[config.mk]
export PLATFORM = sky130hd
export DESIGN_NAME = imem_fetch_ctrl
export DESIGN_NICKNAME = d
export VERILOG_FILES = /design/src/rtl/imem_fetch_ctrl.sv
export SDC_FILE = /design/constraint.sdc
export NUM_CORES = 1
export LEC_CHECK = 0
export CAP_MARGIN = 5
export CORE_MARGIN = 2
export CORE_UTILIZATION = 50
export CTS_BUF_LIST = sky130_fd_sc_hd__clkbuf_8
export DETAILED_ROUTE_END_ITERATION = 10
export PLACE_DENSITY = 0.79
export SLEW_MARGIN = 20
export SYNTH_ARGS = -nofsm -noshare
export SYNTH_HDL_FRONTEND = slang
export SYNTH_SLANG_ARGS = --single-unit
export TNS_END_PERCENT = 100
[constraint.sdc]
create_clock -name clock -period 4 [get_ports clock]
set_clock_uncertainty 0.2 [all_clocks]
set_input_delay 0.6 -clock clock [delete_from_list [all_inputs] [get_ports clock]]
set_output_delay 0.6 -clock clock [all_outputs]
set_load 0.05 [all_outputs]
[src/rtl/imem_fetch_ctrl.sv]
// Instruction-fetch sequencer: owns the PC, tracks the one-cycle synchronous
// read of the instruction memory and buffers fetched words in a 2-entry FIFO.
//
// state   | meaning
// --------+---------------------------------------------------------------
// S_IDLE  | after reset; waits for start
// S_FETCH | issuing reads while the credit count allows
// S_DRAIN | last address issued (or redirect past it); emptying the FIFO
// S_DONE  | program drained; start refetches from RESET_PC
module imem_fetch_ctrl #(
  parameter int          ADDR_W    = 9,
  parameter int          DATA_W    = 33,
  parameter int unsigned RESET_PC  = 0,
  parameter int unsigned LAST_ADDR = 511
) (
  input  logic              clock,
  input  logic              reset,
  input  logic              start,
  input  logic              redirect_valid,
  input  logic [ADDR_W-1:0] redirect_addr,
  output logic [ADDR_W-1:0] imem_addr,
  input  logic [DATA_W-1:0] imem_q,
  output logic              instr_valid,
  output logic [DATA_W-1:0] instr_data,
  output logic [ADDR_W-1:0] instr_pc,
  input  logic              instr_ready,
  output logic              busy,
  output logic              done
);

  localparam logic [ADDR_W-1:0] RESET_VAL = ADDR_W'(RESET_PC);
  localparam logic [ADDR_W-1:0] LAST_PC   = ADDR_W'(LAST_ADDR);
  // One extra bit keeps the redirect range test meaningful when LAST_PC is all ones.
  localparam logic [ADDR_W:0]   LAST_EXT  = {1'b0, LAST_PC};

  typedef enum logic [1:0] {S_IDLE, S_FETCH, S_DRAIN, S_DONE} state_t;

  state_t            state_q, state_d;
  logic [ADDR_W-1:0] pc_q, pc_d;
  logic              inflight_q, inflight_d;
  logic [ADDR_W-1:0] tag_q, tag_d;
  logic [DATA_W-1:0] fifo_data_q [2];
  logic [DATA_W-1:0] fifo_data_d [2];
  logic [ADDR_W-1:0] fifo_pc_q [2];
  logic [ADDR_W-1:0] fifo_pc_d [2];
  logic              rd_ptr_q, rd_ptr_d;
  logic              wr_ptr_q, wr_ptr_d;
  logic [1:0]        count_q, count_d;
  logic              busy_q, busy_d;
  logic              done_q, done_d;

  logic              running;
  logic              flush;
  logic              pop;
  logic              push;
  logic              issue;
  logic [1:0]        credit;

  always_comb begin
    running = (state_q == S_FETCH) || (state_q == S_DRAIN);
    flush   = running && redirect_valid;
    pop     = (count_q != 2'd0) && instr_ready && !flush;
    push    = inflight_q && !flush;
    // Slots already claimed once this cycle's pop is taken into account.
    credit  = {1'b0, inflight_q} + count_q - {1'b0, pop};
    issue   = (state_q == S_FETCH) && !redirect_valid && (credit < 2'd2);

    state_d     = state_q;
    pc_d        = pc_q;
    inflight_d  = issue;
    tag_d       = tag_q;
    fifo_data_d = fifo_data_q;
    fifo_pc_d   = fifo_pc_q;
    rd_ptr_d    = rd_ptr_q;
    wr_ptr_d    = wr_ptr_q;
    count_d     = count_q + {1'b0, push} - {1'b0, pop};

    if (push) begin
      fifo_data_d[wr_ptr_q] = imem_q;
      fifo_pc_d[wr_ptr_q]   = tag_q;
      wr_ptr_d              = ~wr_ptr_q;
    end
    if (pop) begin
      rd_ptr_d = ~rd_ptr_q;
    end

    if (issue) begin
      tag_d = pc_q;
      if (pc_q == LAST_PC) begin
        state_d = S_DRAIN;
      end else begin
        pc_d = pc_q + 1'b1;
      end
    end

    case (state_q)
      S_IDLE, S_DONE: begin
        if (start) begin
          state_d = S_FETCH;
          pc_d    = RESET_VAL;
        end
      end
      S_DRAIN: begin
        if (!inflight_d && (count_d == 2'd0)) begin
          state_d = S_DONE;
        end
      end
      default: ;
    endcase

    // Redirect wins over issue, capture and pop: the in-flight read is dropped.
    if (flush) begin
      count_d    = 2'd0;
      rd_ptr_d   = 1'b0;
      wr_ptr_d   = 1'b0;
      inflight_d = 1'b0;
      pc_d       = redirect_addr;
      state_d    = ({1'b0, redirect_addr} <= LAST_EXT) ? S_FETCH : S_DRAIN;
    end

    busy_d = (state_d == S_FETCH) || (state_d == S_DRAIN);
    done_d = (state_d == S_DONE);
  end

  always_ff @(posedge clock) begin
    if (reset) begin
      state_q     <= S_IDLE;
      pc_q        <= RESET_VAL;
      inflight_q  <= 1'b0;
      tag_q       <= '0;
      fifo_data_q <= '{default: '0};
      fifo_pc_q   <= '{default: '0};
      rd_ptr_q    <= 1'b0;
      wr_ptr_q    <= 1'b0;
      count_q     <= 2'd0;
      busy_q      <= 1'b0;
      done_q      <= 1'b0;
    end else begin
      state_q     <= state_d;
      pc_q        <= pc_d;
      inflight_q  <= inflight_d;
      tag_q       <= tag_d;
      fifo_data_q <= fifo_data_d;
      fifo_pc_q   <= fifo_pc_d;
      rd_ptr_q    <= rd_ptr_d;
      wr_ptr_q    <= wr_ptr_d;
      count_q     <= count_d;
      busy_q      <= busy_d;
      done_q      <= done_d;
    end
  end

  assign imem_addr   = pc_q;
  assign instr_valid = (count_q != 2'd0) && !flush;
  assign instr_data  = fifo_data_q[rd_ptr_q];
  assign instr_pc    = fifo_pc_q[rd_ptr_q];
  assign busy        = busy_q;
  assign done        = done_q;

endmodule

== Yosys cells after proc, flatten, opt, wreduce, memory -nomap -nowiden ==
Index checks and enable logic that the tools add are counted.
Storage, ports and cells
  flip-flop bits (word level): 111
  latch bits: 0
  bits in writable memories: 0
  bits in read-only memories: 0
  logic and storage cells: 75
  memories: 0
Cells by class
  add/sub/neg operators: 5
  $mul: 0
  div/mod/pow operators: 0
  order comparisons: 4
  eq/ne operators: 7
  shift operators: 0
  mux-type cells: 23
  bitwise logic cells: 4
  reductions and logical operators: 19
Operators by type and width (count)
  2-to-1 mux 33 bit: 4
  2-to-1 mux 9 bit: 9
  bitwise mux 66 bit: 1
  demux 33 bit (select 1 bit): 1
  bitwise mux 18 bit: 1
  2-to-1 mux 2 bit: 5
  adder 9 x 1 -> 9 bit, second input constant: 1
  demux 9 bit (select 1 bit): 1
  equality test 9 bit, second input constant: 1
  logical AND 1 bit: 9
  equality test 2 bit, second input constant: 4
  equality test 2 x 1 -> 1 bit, second input constant: 2
  greater-or-equal comparator 2 bit, second input constant: 2
  zero test 2 bit: 2
  NOT 1 -> 2 bit: 2
  case mux 2 bit (2 select lines): 1
  OR reduction 2 bit: 2
  subtractor 2 x 1 -> 2 bit: 2
  zero test 1 bit: 3
  adder 1 x 2 -> 2 bit: 1
  adder 2 x 1 -> 2 bit: 1
  logical OR 1 bit: 2
  < comparator 2 x 1 -> 1 bit, second input constant: 1
  < comparator 2 bit, second input constant: 1
  other kinds (2): 3

== Longest topological paths before layout ==
  word-level depth: 15
  mapped depth: 12
  mapped depth without buffers: 10

== Least setup slack after synthesis ==
OpenSTA, ideal clock, no wires.
  path type: reg2reg
  from: register state_q[0]
  to: register busy_q, in the netlist busy
  data arrival time: 2.317 ns
  required time: 3.673 ns
  setup slack: 1.356 ns
  cell stages (with the launch flop): 12
  path through: dfxtp_1 inv_1 ha_1 nor2b_4 o21ai_1 o311a_4 buf_6 a221o_1 o31ai_1 nor2_1 ha_1 nor2b_1
Between the ends
  word-level cells in the longest chain between the ends: 15
Ends and longest elaborated chain
  start, declared: line 38  | state_t state_q, state_d;
  start signal, assigned: line 139  | state_q <= state_d;
  equality test 2 x 1 -> 1 bit or equality test 2 bit (tied branches): line 60, 66, 96
  logical OR 1 bit: line 60  | running = (state_q == S_FETCH) || (state_q == S_DRAIN);
  logical AND 1 bit: line 61  | flush = running && redirect_valid;
  zero test 1 bit: line 62, 63
  logical AND 1 bit: line 62  | pop = (count_q != 2'd0) && instr_ready && !flush;
  subtractor 2 x 1 -> 2 bit: line 65  | credit = {1'b0, inflight_q} + count_q - {1'b0, pop};
  < comparator 2 bit: line 66  | issue = (state_q == S_FETCH) && !redirect_valid && (credit < 2'd2);
  logical AND 1 bit: line 66
  zero test 1 bit: line 104  | if (!inflight_d && (count_d == 2'd0)) begin
  logical AND 1 bit: line 104
  2-to-1 mux 2 bit: line 104
  case mux 2 bit (2 select lines): line 96  | case (state_q)
  2-to-1 mux 2 bit (*): line 112  | if (flush) begin
  via state_d[1]: line 38
  equality test 2 x 1 -> 1 bit or equality test 2 bit (tied branches): line 121  | busy_d = (state_d == S_FETCH) || (state_d == S_DRAIN);
  logical OR 1 bit (*): line 121
  via busy_d: line 49  | logic busy_q, busy_d;
  end signal, assigned: line 148  | busy_q <= busy_d;
  end, declared: line 49
Mark *: on every way through the listed nets, which the timed path passes. The rest lies on a longest branch.
A chain may end at the register's enable or synchronous reset.

== Worst setup path in the final report ==
  from: register rd_ptr_q
  to: output port instr_pc[2]
Between the ends
  word-level cells in the longest chain between the ends: 4
Ends and longest elaborated chain
  start, declared: line 46  | logic rd_ptr_q, rd_ptr_d;
  start signal, assigned: line 145  | rd_ptr_q <= rd_ptr_d;
  NOT 1 -> 2 bit (implied by the code): line 156  | assign instr_pc = fifo_pc_q[rd_ptr_q];
  2-to-1 mux 9 bit (implied by the code) (3 in series): line 156
  end, declared: line 25  | output logic [ADDR_W-1:0] instr_pc,
No other way between the ends. The select of a mux whose other input is x is not followed.

==> impl_metrics.py <==
metrics = {
    "status": {
        "status": "finished clean",
    },
    "critical_path": {
        "rr_endpoint": "busy$_SDFF_PP0_",
        "crit_family": "buffers and inverters",
        "crit_chain": "buf_12, mux2_2, clkdlybuf4s50_1",
        "endpoint_kind": "output pin",
        "max_stage_delay_ps": 710,
        "worstSetupPathType": "reg -> out",
        "slowest_stage": "clkdlybuf4s50_1",
        "cp_num_buf_inv": 2,
        "r2r_cells": 9,
        "startpoint_type": "flip-flop",
        "worstPathMaxFanout": 26,
        "crit_arrival_ps": 2390,
        "r2r_start": "state_q[0]$_SDFF_PP0_",
        "required_ps": 3200,
        "reg2reg_slack_ps": 1050,
        "cp.depth": 3,
    },
    "yosys": {
        "ys_seq_area_frac": 0.466,
        "synthTopCellsByArea": "dfxtp_1, nand2_1, mux2_2",
        "yosysTopAreaCell": "dfxtp_1",
        "synth.distinct_cells": 39,
        "synth_area_per_cell_um2": 8.37,
        "synth-seq-cells": 111,
        "netlist_instances": 570,
        "yosys.area.top_type_share": 0.466,
        "syn-num-nets": 624,
        "syn-cell-area_mm2": 0.00477,
        "ys_warn_count": 0,
    },
    "detailed_routing": {
        "post-route-drc-count": 0,
        "drtIter0Drc": 194,
        "wl_mm": 11.5,
        "ant_nets": 0,
        "via_per_inst": 5.32,
        "num_vias": 4153,
        "drt_first_pass_iters": 4,
        "wl_per_cell_um": 14.7,
    },
    "hold_path": {
        "hold_depth": 2,
        "hold_end": "fifo_data_q[11]$_SDFFE_PP0P_",
        "worst_hold_startpoint": "fifo_data_q[11]$_SDFFE_PP0P_",
        "min_path_type": "reg -> reg",
    },
    "grt": {
        "grt_pass1_vias": 4021,
        "antenna_found_initial": 0,
        "grt_use_total": 0.226,
        "grt_max_degree": 86,
        "grt_pass1_wl_mm": 18.6,
        "grt_overflow": 0,
    },
    "die": {
        "dieArea_mm2": 0.0103,
        "core_mm2": 0.00924,
        "fp.dieW_um": 102,
        "placementRows": 35,
        "boundaryPins": 101,
        "die_h_um": 102,
        "initial_core_util": 0.517,
    },
    "cells_and_area": {
        "drive_above_1_share": 0.107,
        "nFillCells": 759,
        "fin_area_mm2": 0.00598,
        "syn2layout_area_growth_pct": 25.3,
        "n_antenna_cell": 0,
        "finalNetCount": 701,
    },
    "timing": {
        "final-setup-viol-count": 0,
        "post-route-period-util": 0.797,
        "fmax_mhz": 314,
        "layout_setup_ws_ps": 811,
        "hold_violations": 0,
        "grt_setup_unrepaired": "no",
        "final.setup.tns_ps": 0,
        "slew_headroom": 0.423,
        "maxSlewViolCount": 0,
        "tightest_slew_ps": 866,
        "fin_crit_ps": 3190,
    },
    "cts": {
        "cts-htree-levels": 3,
        "ctsResizeCount": 0,
        "cts_hold_buf": 0,
        "clkTransAtPathRegs_ps": 100,
        "cts_buffer_depth": 2,
        "clkSinkCount": 111,
        "clk_latency_ps": 360,
        "postCtsSetupBuffers": 0,
        "cts_root_buf": "clkbuf_8",
        "numCtsBuffers": 9,
        "tritoncts": "yes",
    },
    "job": {
        "cap_violations": 0,
    },
    "power_and_ir_drop": {
        "p_total_mw": 2.06,
        "peakVddDrop_mv": 0.215,
        "p_leak_nw": 2.09,
        "p_per_area_mw_per_mm2": 345,
    },
    "place": {
        "placed_cell_area_mm2": 0.00581,
        "port_buffers": 100,
        "detailedPlace.worstSlack_ps": 863,
        "hpwlAfterDp_mm": 7.53,
        "gp_congestion": 0.849,
    },
}
[Yosys cell counts]
cell and number:
nor4b_1 1, a21oi_1 86, clkbuf_1 22, nor2b_1 3, buf_2 13, o41ai_1 1, a41oi_1 1, o31ai_1 2
or2_2 1, o21ai_0 8, a21o_1 2, o2111ai_2 1, a31oi_1 2, nor3_1 2, a221o_1 1, a311oi_1 3
or3_1 1, nor2_1 23, nand2_1 182, a2111oi_1 1, and2b_1 1, inv_1 5, buf_4 1, mux2_2 42
nor2b_4 1, xnor2_1 3, dfxtp_1 111, and4_1 2, o311a_4 1, nand2b_1 3, nand3_1 7, buf_6 3
ha_1 7, a211o_2 1, and2_1 3, xor2_1 6, o21ai_1 1, mux2i_1 12, and3_1 4
[metal layers]
metal / wire [um] / GRT usage / vias up
li1: - / - / 2055
met1: 5100 / 0.285 / 1959
met2: 5590 / 0.388 / 125
met3: 585 / 0.0386 / 14
met4: 172 / 0.0790 / 0
met5: 0 / 0 / -
[area by class of cell]
type                    instances  area, um^2  share of cell area
well taps                     129         161              0.0270
clock buffers                  10         138              0.0230
clock inverters                 6        38.8             0.00648
flip-flops and latches        111        2220               0.372
repair buffers                105        1050               0.175
multi-input cells             415        2360               0.394
inverters                       5        18.8             0.00314
[metrics by stage]
stage	utilization	instances	hold WS [ps]
after floorplan	-	570	233
after global routing	0.647	781	280
after global placement	0.628	765	238
final	0.647	781	258
after detailed placement	0.628	765	245
after CTS	0.647	781	258
[cell families (layout without fill, tap and decap cells)]
group,Yosys count,in the layout,synth area share
AOI/OAI and AO/OA,111,111,0.132
adders and majority gates,7,7,0.0183
and+or+nand+nor,234,234,0.200
xor gates and xnor gates,9,9,0.0165
buffers and inverters,44,126,0.0435
DFF,111,111,0.466
muxes,54,54,0.124
[flip-flops by register name, summed over array words and instances, names as in the netlist]
register	flops
busy	1
count_q	2
done	1
fifo_data_q	66
fifo_pc_q	18
imem_addr	9
inflight_q	1
rd_ptr_q	1
state_q	2
tag_q	9
wr_ptr_q	1
[worst reg2reg max path, cell delays in order, from the launching register on]
cell and delay [ps]:
dfxtp_1 390, inv_1 80, ha_1 390, nand2b_1 340, o2111ai_2 170, o311a_4 400
nor4b_1 100, a211o_2 350, ha_1 290, nor2b_1 120
[where the power goes]
part	leakage [nW]	total [mW]	internal, mW	switching, mW
clock network	0.0871	0.607	0.241	0.366
registers	0.897	1.16	1.13	0.0282
logic	1.11	0.302	0.128	0.174
total	2.09	2.06	1.50	0.568
[placed cells by master (no fill, tap or decap), types with 3 or more instances in the layout]
| master | n |
|---|---|
| o21ai_0 | 8 |
| inv_1 | 7 |
| clkdlybuf4s50_1 | 99 |
| mux2i_1 | 12 |
| nor2_1 | 22 |
| xnor2_1 | 3 |
| and3_1 | 4 |
| nand2_1 | 182 |
| a311oi_1 | 3 |
| nor2b_1 | 3 |
| a21oi_1 | 86 |
| nand2b_1 | 3 |
| clkbuf_8 | 10 |
| clkinvlp_4 | 3 |
| and2_1 | 3 |
| mux2_2 | 42 |
| ha_1 | 7 |
| buf_4 | 4 |
| dfxtp_1 | 110 |
| xor2_1 | 6 |
| nand3_1 | 6 |
[worst max path at each step]
| stage | start | to | slack, ps |
|---|---|---|---|
| finish | rd_ptr_q$_SDFFE_PP0P_ | instr_pc[2] | 810 |
| global route | rd_ptr_q$_SDFFE_PP0P_ | instr_pc[3] | 750 |
| CTS | rd_ptr_q$_SDFFE_PP0P_ | instr_pc[2] | 800 |
| detailed placement | redirect_valid | busy$_SDFF_PP0_ | 860 |
| global placement | redirect_valid | busy$_SDFF_PP0_ | 910 |
| floorplan | state_q[0]$_SDFF_PP0_ | busy$_SDFF_PP0_ | 1360 |
(Power assumes the default switching activity.)
